File: src/rtl/clock_mode_controller.sv
// Front-panel mode controller: conditions the mode/sel/inc buttons and runs the
// NORMAL -> ADJ_TIME -> ADJ_ALARM state machine with field select, auto-repeat and idle timeout.
module clock_mode_controller #(
    parameter int unsigned DEBOUNCE_CYCLES = 4,
    parameter int unsigned TIMEOUT_SEC     = 30,
    parameter int unsigned REPEAT_DELAY    = 2,
    parameter int unsigned TIME_FIELDS     = 6,
    parameter int unsigned ALARM_FIELDS    = 3
) (
    input  logic       clk,
    input  logic       rst,
    input  logic       tick_1hz,
    input  logic       btn_mode,
    input  logic       btn_sel,
    input  logic       btn_inc,
    output logic [1:0] mode_state,
    output logic [2:0] field_sel,
    output logic       inc_pulse,
    output logic       stop_count,
    output logic       blink,
    output logic       commit,
    output logic       timeout_evt
);
    localparam int unsigned BTN_N  = 3;
    localparam int unsigned DB_W   = $clog2(DEBOUNCE_CYCLES + 1);
    localparam int unsigned IDLE_W = $clog2(TIMEOUT_SEC + 1);
    localparam int unsigned REP_W  = $clog2(REPEAT_DELAY + 1);
    localparam int unsigned FLD_W  = 3;

    typedef enum logic [1:0] {
        NORMAL    = 2'b00,
        ADJ_TIME  = 2'b01,
        ADJ_ALARM = 2'b10,
        ILLEGAL   = 2'b11
    } state_t;

    // Button index: 0 = mode, 1 = sel, 2 = inc
    logic [BTN_N-1:0] btn_raw, sync1_q, sync2_q, level_q, level_d_q, press;
    logic [DB_W-1:0]  db_cnt_q [BTN_N];

    state_t            state_q, state_n;
    logic [FLD_W-1:0]  field_q, field_n;
    logic [IDLE_W-1:0] idle_q, idle_n;
    logic [REP_W-1:0]  rep_q, rep_n;
    logic              armed_q, armed_n;
    logic              inc_q, inc_n, stop_q, stop_n, blink_q, blink_n;
    logic              commit_q, commit_n, timeout_q, timeout_n;
    logic              mode_evt, sel_evt, inc_evt, any_press, adjust, inc_held, idle_exp, trans;

    assign btn_raw = {btn_inc, btn_sel, btn_mode};

    // Two-flop synchroniser followed by a consecutive-sample debounce counter
    always_ff @(posedge clk or negedge rst) begin
        if (!rst) begin
            sync1_q   <= '0;
            sync2_q   <= '0;
            level_q   <= '0;
            level_d_q <= '0;
            for (int i = 0; i < BTN_N; i++) db_cnt_q[i] <= '0;
        end else begin
            sync1_q   <= btn_raw;
            sync2_q   <= sync1_q;
            level_d_q <= level_q;
            for (int i = 0; i < BTN_N; i++) begin
                if (sync2_q[i] == level_q[i]) begin
                    db_cnt_q[i] <= '0;
                end else if (db_cnt_q[i] == DB_W'(DEBOUNCE_CYCLES - 1)) begin
                    db_cnt_q[i] <= '0;
                    level_q[i]  <= sync2_q[i];
                end else begin
                    db_cnt_q[i] <= db_cnt_q[i] + DB_W'(1);
                end
            end
        end
    end

    assign press     = level_q & ~level_d_q;
    assign mode_evt  = press[0];
    assign sel_evt   = press[1] & ~press[0];
    assign inc_evt   = press[2] & ~press[1] & ~press[0];
    assign any_press = |press;
    assign inc_held  = level_q[2];
    assign adjust    = (state_q == ADJ_TIME) || (state_q == ADJ_ALARM);
    // A press in the expiry cycle cancels the timeout
    assign idle_exp  = adjust && (idle_q == IDLE_W'(TIMEOUT_SEC)) && !any_press;

    always_comb begin
        state_n   = state_q;
        commit_n  = 1'b0;
        timeout_n = 1'b0;
        field_n   = field_q;
        idle_n    = idle_q;
        rep_n     = rep_q;
        armed_n   = armed_q;
        inc_n     = 1'b0;
        blink_n   = blink_q;

        case (state_q)
            NORMAL: begin
                if (mode_evt) state_n = ADJ_TIME;
            end
            ADJ_TIME: begin
                if (mode_evt) begin
                    state_n  = ADJ_ALARM;
                    commit_n = 1'b1;
                end else if (idle_exp) begin
                    state_n   = NORMAL;
                    commit_n  = 1'b1;
                    timeout_n = 1'b1;
                end
            end
            ADJ_ALARM: begin
                if (mode_evt || idle_exp) state_n = NORMAL;
                timeout_n = !mode_evt && idle_exp;
            end
            default: state_n = NORMAL;
        endcase

        trans  = (state_n != state_q);
        stop_n = (state_n == ADJ_TIME);

        if (trans) begin
            field_n = '0;
        end else if (sel_evt && state_q == ADJ_TIME) begin
            field_n = (field_q == FLD_W'(TIME_FIELDS - 1)) ? '0 : field_q + FLD_W'(1);
        end else if (sel_evt && state_q == ADJ_ALARM) begin
            field_n = (field_q == FLD_W'(ALARM_FIELDS - 1)) ? '0 : field_q + FLD_W'(1);
        end

        // Auto-repeat: armed by an accepted inc press, cancelled by release or sel/mode
        if (!inc_held || !adjust || press[0] || press[1]) begin
            armed_n = 1'b0;
            rep_n   = '0;
        end else if (inc_evt) begin
            armed_n = 1'b1;
            rep_n   = '0;
            inc_n   = 1'b1;
        end else if (armed_q && tick_1hz) begin
            if (rep_q == REP_W'(REPEAT_DELAY)) inc_n = 1'b1;
            else                               rep_n = rep_q + REP_W'(1);
        end

        if (any_press || trans) begin
            idle_n = '0;
        end else if (adjust && tick_1hz && !inc_held && idle_q != IDLE_W'(TIMEOUT_SEC)) begin
            idle_n = idle_q + IDLE_W'(1);
        end

        if (trans || !adjust) blink_n = 1'b0;
        else if (tick_1hz)    blink_n = ~blink_q;
    end

    always_ff @(posedge clk or negedge rst) begin
        if (!rst) begin
            state_q   <= NORMAL;
            field_q   <= '0;
            idle_q    <= '0;
            rep_q     <= '0;
            armed_q   <= 1'b0;
            inc_q     <= 1'b0;
            stop_q    <= 1'b0;
            blink_q   <= 1'b0;
            commit_q  <= 1'b0;
            timeout_q <= 1'b0;
        end else begin
            state_q   <= state_n;
            field_q   <= field_n;
            idle_q    <= idle_n;
            rep_q     <= rep_n;
            armed_q   <= armed_n;
            inc_q     <= inc_n;
            stop_q    <= stop_n;
            blink_q   <= blink_n;
            commit_q  <= commit_n;
            timeout_q <= timeout_n;
        end
    end

    assign mode_state  = state_q;
    assign field_sel   = field_q;
    assign inc_pulse   = inc_q;
    assign stop_count  = stop_q;
    assign blink       = blink_q;
    assign commit      = commit_q;
    assign timeout_evt = timeout_q;

endmodule
File: config.mk
export PLATFORM = sky130hd
export DESIGN_NAME = clock_mode_controller
export DESIGN_NICKNAME = d
export VERILOG_FILES = /design/src/rtl/clock_mode_controller.sv
export SDC_FILE = /design/constraint.sdc
export NUM_CORES = 1
export LEC_CHECK = 0
export ABC_AREA = 0
export CELL_PAD_IN_SITES_DETAIL_PLACEMENT = 1
export CELL_PAD_IN_SITES_GLOBAL_PLACEMENT = 2
export CORE_UTILIZATION = 43
export CTS_BUF_LIST = sky130_fd_sc_hd__clkbuf_8
export CTS_CLUSTER_SIZE = 10
export DETAILED_ROUTE_END_ITERATION = 12
export PLACE_DENSITY_LB_ADDON = 0.1
export SYNTH_ARGS = -nofsm -noshare
export SYNTH_HDL_FRONTEND = slang
export SYNTH_SLANG_ARGS = --single-unit
File: constraint.sdc
create_clock -name clk -period 2.9 [get_ports clk]
set_input_delay 0.29 -clock clk [delete_from_list [all_inputs] [get_ports clk]]
set_output_delay 0.29 -clock clk [all_outputs]
set_load 0.1 [all_outputs]
==> qor.csv <==
stage,metric,value,unit
outcome,outcome,finished clean,
cts,CTS tree,built,
placed_design,DP Wirelength,2515,um
critical_path,CP arrival,2.29,ns
timing,Setup Viol. Count Final,0,
die,die width,67.54,um
route,Routed WL,3430,um
cts,Skew-Pair Late Insertion Delay,0.29,ns
critical_path,reg2reg start,mode_state[1],
power,Int Power,1.168,mW
cts,Sink Count,39,
die,I/O pins,16,
yosys,Synth Area per Inst,11.84,um^2
die,std cell rows,23,
power,Seq pwr share,36.1,%
power,Max VDD drop,0.5898,mV
critical_path,CP endpoint kind,flip-flop,
power,sw frac,47.23,%
global_routing,largest net degree at the start of global routing,40,
power,PD cells,1058,nW/um^2
critical_path,flop2flop setup slack,0.77,ns
timing,TNS Setup,0,ns
finish,Fillers,436,
die,die height,67.54,um
cts,clock slew at reported path FFs,0.07,ns
timing,Final Hold Vio Count,0,
timing,Fmax,470.3,MHz
cts,post_cts resized,0,
global_routing,first-pass GRT wire length,5871,um
yosys,synthesized area,1847,um^2
power,Leak Pwr,0.9288,nW
yosys,Yosys top cell area share,52.85,%
power,clock share of power,15.8,%
yosys,Yosys cell types,38,
timing,RSZ-0062 raised after global routing,false,
job,max cap viols,0,
finish,synth-to-layout area growth,13.28,%
critical_path,Crit path required time,3.06,ns
timing,fin crit share,73.32,%
cts,CTS Root Cell,clkbuf_8,
critical_path,Slowest Stage Delay on Critical Path,0.47,ns
placed_design,final weighted congestion in routability-driven placement,0.8512,
route,drt wl/cell,15.11,um
cts,CTS H-Tree Depth,2,
cts,Max Root-Sink Buffers,2,
timing,clock skew,0.003195,ns
route,# DRC,0,
critical_path,crit-path cells,"inv_1, ha_1, nor2_1, nor3_1, a21oi_1, a21o_1, nor3_2",
power,Logic pwr share,48.2,%
critical_path,end of the worst register-to-register path,idle_q[2],
finish,antenna cells,0,
timing,Slew HR,44.23,%
finish,fin cells,227,
critical_path,Slowest cell on crit path,dfrtp_1,
finish,layout cell share with drive strength beyond 1,23.73,%
critical_path,critical path peak fanout,9,
yosys,"top cells by area, synth","dfrtp_1, ha_1, nor3_2",
die,core area,4058,um^2
placed_design,I/O Buffers,15,
power,Switch Pwr,1.046,mW
yosys,synthesis-stage register bit count,39,
finish,Layout Nets,192,
timing,Slew Limit Fails,0,
yosys,sequential share of the synthesized area,52.85,%
route,Initial DRT Pass Iterations,2,
yosys,Synth Net Count,172,
cts,post-CTS setup buffer count,0,
global_routing,vias in the first global route,1278,
critical_path,critical path class,flip-flop to flip-flop,
cts,CTS Hold Buffers Added,0,
yosys,Yosys top cell by area,dfrtp_1,
global_routing,GRT overflow,0,
yosys,synthesized instance count,156,
die,total die area,4561,um^2
route,"antenna viol nets, final",0,
global_routing,GR Util All Layers,17.78,%
hold_path,worst hold path class,primary input to asynchronous set/reset pin,
route,Vias,1207,
timing,post-layout minimum cycle time,2.126,ns
yosys,Yosys warning count,0,
timing,worst slew pin tran,0.8365,ns
route,Initial DRC Count,24,
global_routing,initial antenna violation count,0,
critical_path,nature of the critical path startpoint,flip-flop,
route,Vias/cell,5.317,
die,Initial Utilization,45.51,%
critical_path,R2R depth,7,
cts,Num CTS Buffers,5,
placed_design,placed insts,219,
power groups by stage:
stage	sequential (mW)	clock [mW]	combinational [mW]
final	0.799	0.349	1.07
after global routing	0.821	0.383	1.16
after CTS	0.802	0.364	1.08
after detailed placement	0.814	0	1.08
after global placement	0.798	0	1.05
after floorplan	1.06	0	0.615
cell usage after synthesis:
library cell  instances
dfrtp_1              39
ha_1                 10
a21oi_1               8
nor2_1                8
inv_1                 7
nand2_1               6
nand2b_1              6
nor2b_1               6
nor3_1                6
nor3_2                6
o21ai_0               5
xnor2_1               5
mux2_2                4
nor3b_1               4
a21oi_2               3
nand3_1               3
nand4_1               3
xor2_1                3
a21boi_0              2
and2b_4               2
buf_6                 2
nor2_2                2
a211oi_2              1
a21o_1                1
a31oi_1               1
a31oi_2               1
and4_4                1
mux2i_1               1
nand3_2               1
nand3b_1              1
nand4_4               1
nor2_4                1
nor4b_1               1
o211ai_2              1
o21a_1                1
or2_1                 1
or3_1                 1
or4b_1                1
cell families (layout without fill, tap and decap cells):
| kind of cell | Yosys count | in the layout | share of synthesized area, % |
|---|---|---|---|
| and+or+nand+nor | 61 | 61 | 22.02 |
| DFF | 39 | 39 | 52.85 |
| AOI/OAI and AO/OA | 24 | 24 | 8.943 |
| adders and majority gates | 10 | 10 | 6.775 |
| buffers and inverters | 9 | 30 | 2.642 |
| xor gates and xnor gates | 8 | 8 | 3.794 |
| muxes | 5 | 5 | 2.981 |
worst max-delay path by stage:
| stage | from | endpoint | slack (ns) |
|---|---|---|---|
| 2_1_floorplan | mode_state[0] | idle_q[0] | 0.45 |
| 3_3_place_gp | mode_state[0] | idle_q[1] | 0.86 |
| 3_5_place_dp | mode_state[1] | idle_q[0] | 0.80 |
| 4_1_cts | mode_state[1] | idle_q[0] | 0.77 |
| 5_1_grt | mode_state[1] | idle_q[0] | 0.60 |
| 6_report | mode_state[1] | idle_q[2] | 0.77 |
registers in the layout, indices dropped and copies added, names as in the netlist, 3 cells and up:
| signal | flops |
|---|---|
| sync2_q | 3 |
| level_d_q | 3 |
| idle_q | 5 |
| sync1_q | 3 |
| field_sel | 3 |
| db_cnt_q | 9 |
| level_q | 3 |
routing by layer:
layer / global-route usage, % / part of all wire (%) / up-vias
met5: 0 / 0 / -
met4: 5.585 / 1.4 / 0
met3: 4.730 / 3.1 / 5
met2: 29.95 / 51 / 17
met1: 22.02 / 45 / 605
li1: - / - / 580
layout make-up:
| cell class | instances | area (um^2) | area share (%) |
|---|---|---|---|
| well taps | 50 | 62.56 | 2.990 |
| repair buffers | 15 | 120.1 | 5.742 |
| clock inverters | 3 | 16.27 | 0.7775 |
| inverters | 7 | 26.28 | 1.256 |
| clock buffers | 5 | 68.82 | 3.289 |
| flip-flops and latches | 39 | 975.9 | 46.65 |
| multi-input cells | 108 | 822.0 | 39.29 |
metrics by stage:
step	power [mW]	setup WS [ns]	util [%]	hold WS, ns	instance area (um^2)
3_3_place_gp	1.847	0.8645	49.46	0.3335	2007
6_report	2.214	0.7738	51.56	0.09866	2092
5_1_grt	2.364	0.6018	51.56	0.1494	2092
3_5_place_dp	1.890	0.7997	49.46	0.3363	2007
4_1_cts	2.249	0.7697	51.56	0.1215	2092
2_1_floorplan	1.678	0.4512	-	-0.005591	1847
worst max-delay path: cells and delay by family, from the launching register on:
family / cells / cell delay [ns]
AOI/OAI and AO/OA: 2 / 0.56
DFF: 1 / 0.47
adders and majority gates: 1 / 0.29
buffers and inverters: 1 / 0.12
and+or+nand+nor: 3 / 0.55
layout by cell type (no fill, tap or decap), types with 3 or more instances in the layout:
master and n:
clkbuf_8 5, nand3_1 3, nand4_1 3, nor3b_1 4
nor3_2 6, nor2_1 8, mux2_2 4, nor3_1 6
nand2b_1 6, ha_1 10, a21oi_1 8, dfrtp_1 39
o21ai_0 5, xnor2_1 5, nand2_1 6, nor2b_1 6
inv_1 8, a21oi_2 3, xor2_1 3, clkdlybuf4s50_1 4
buf_4 10
(Power assumes the default switching activity.)
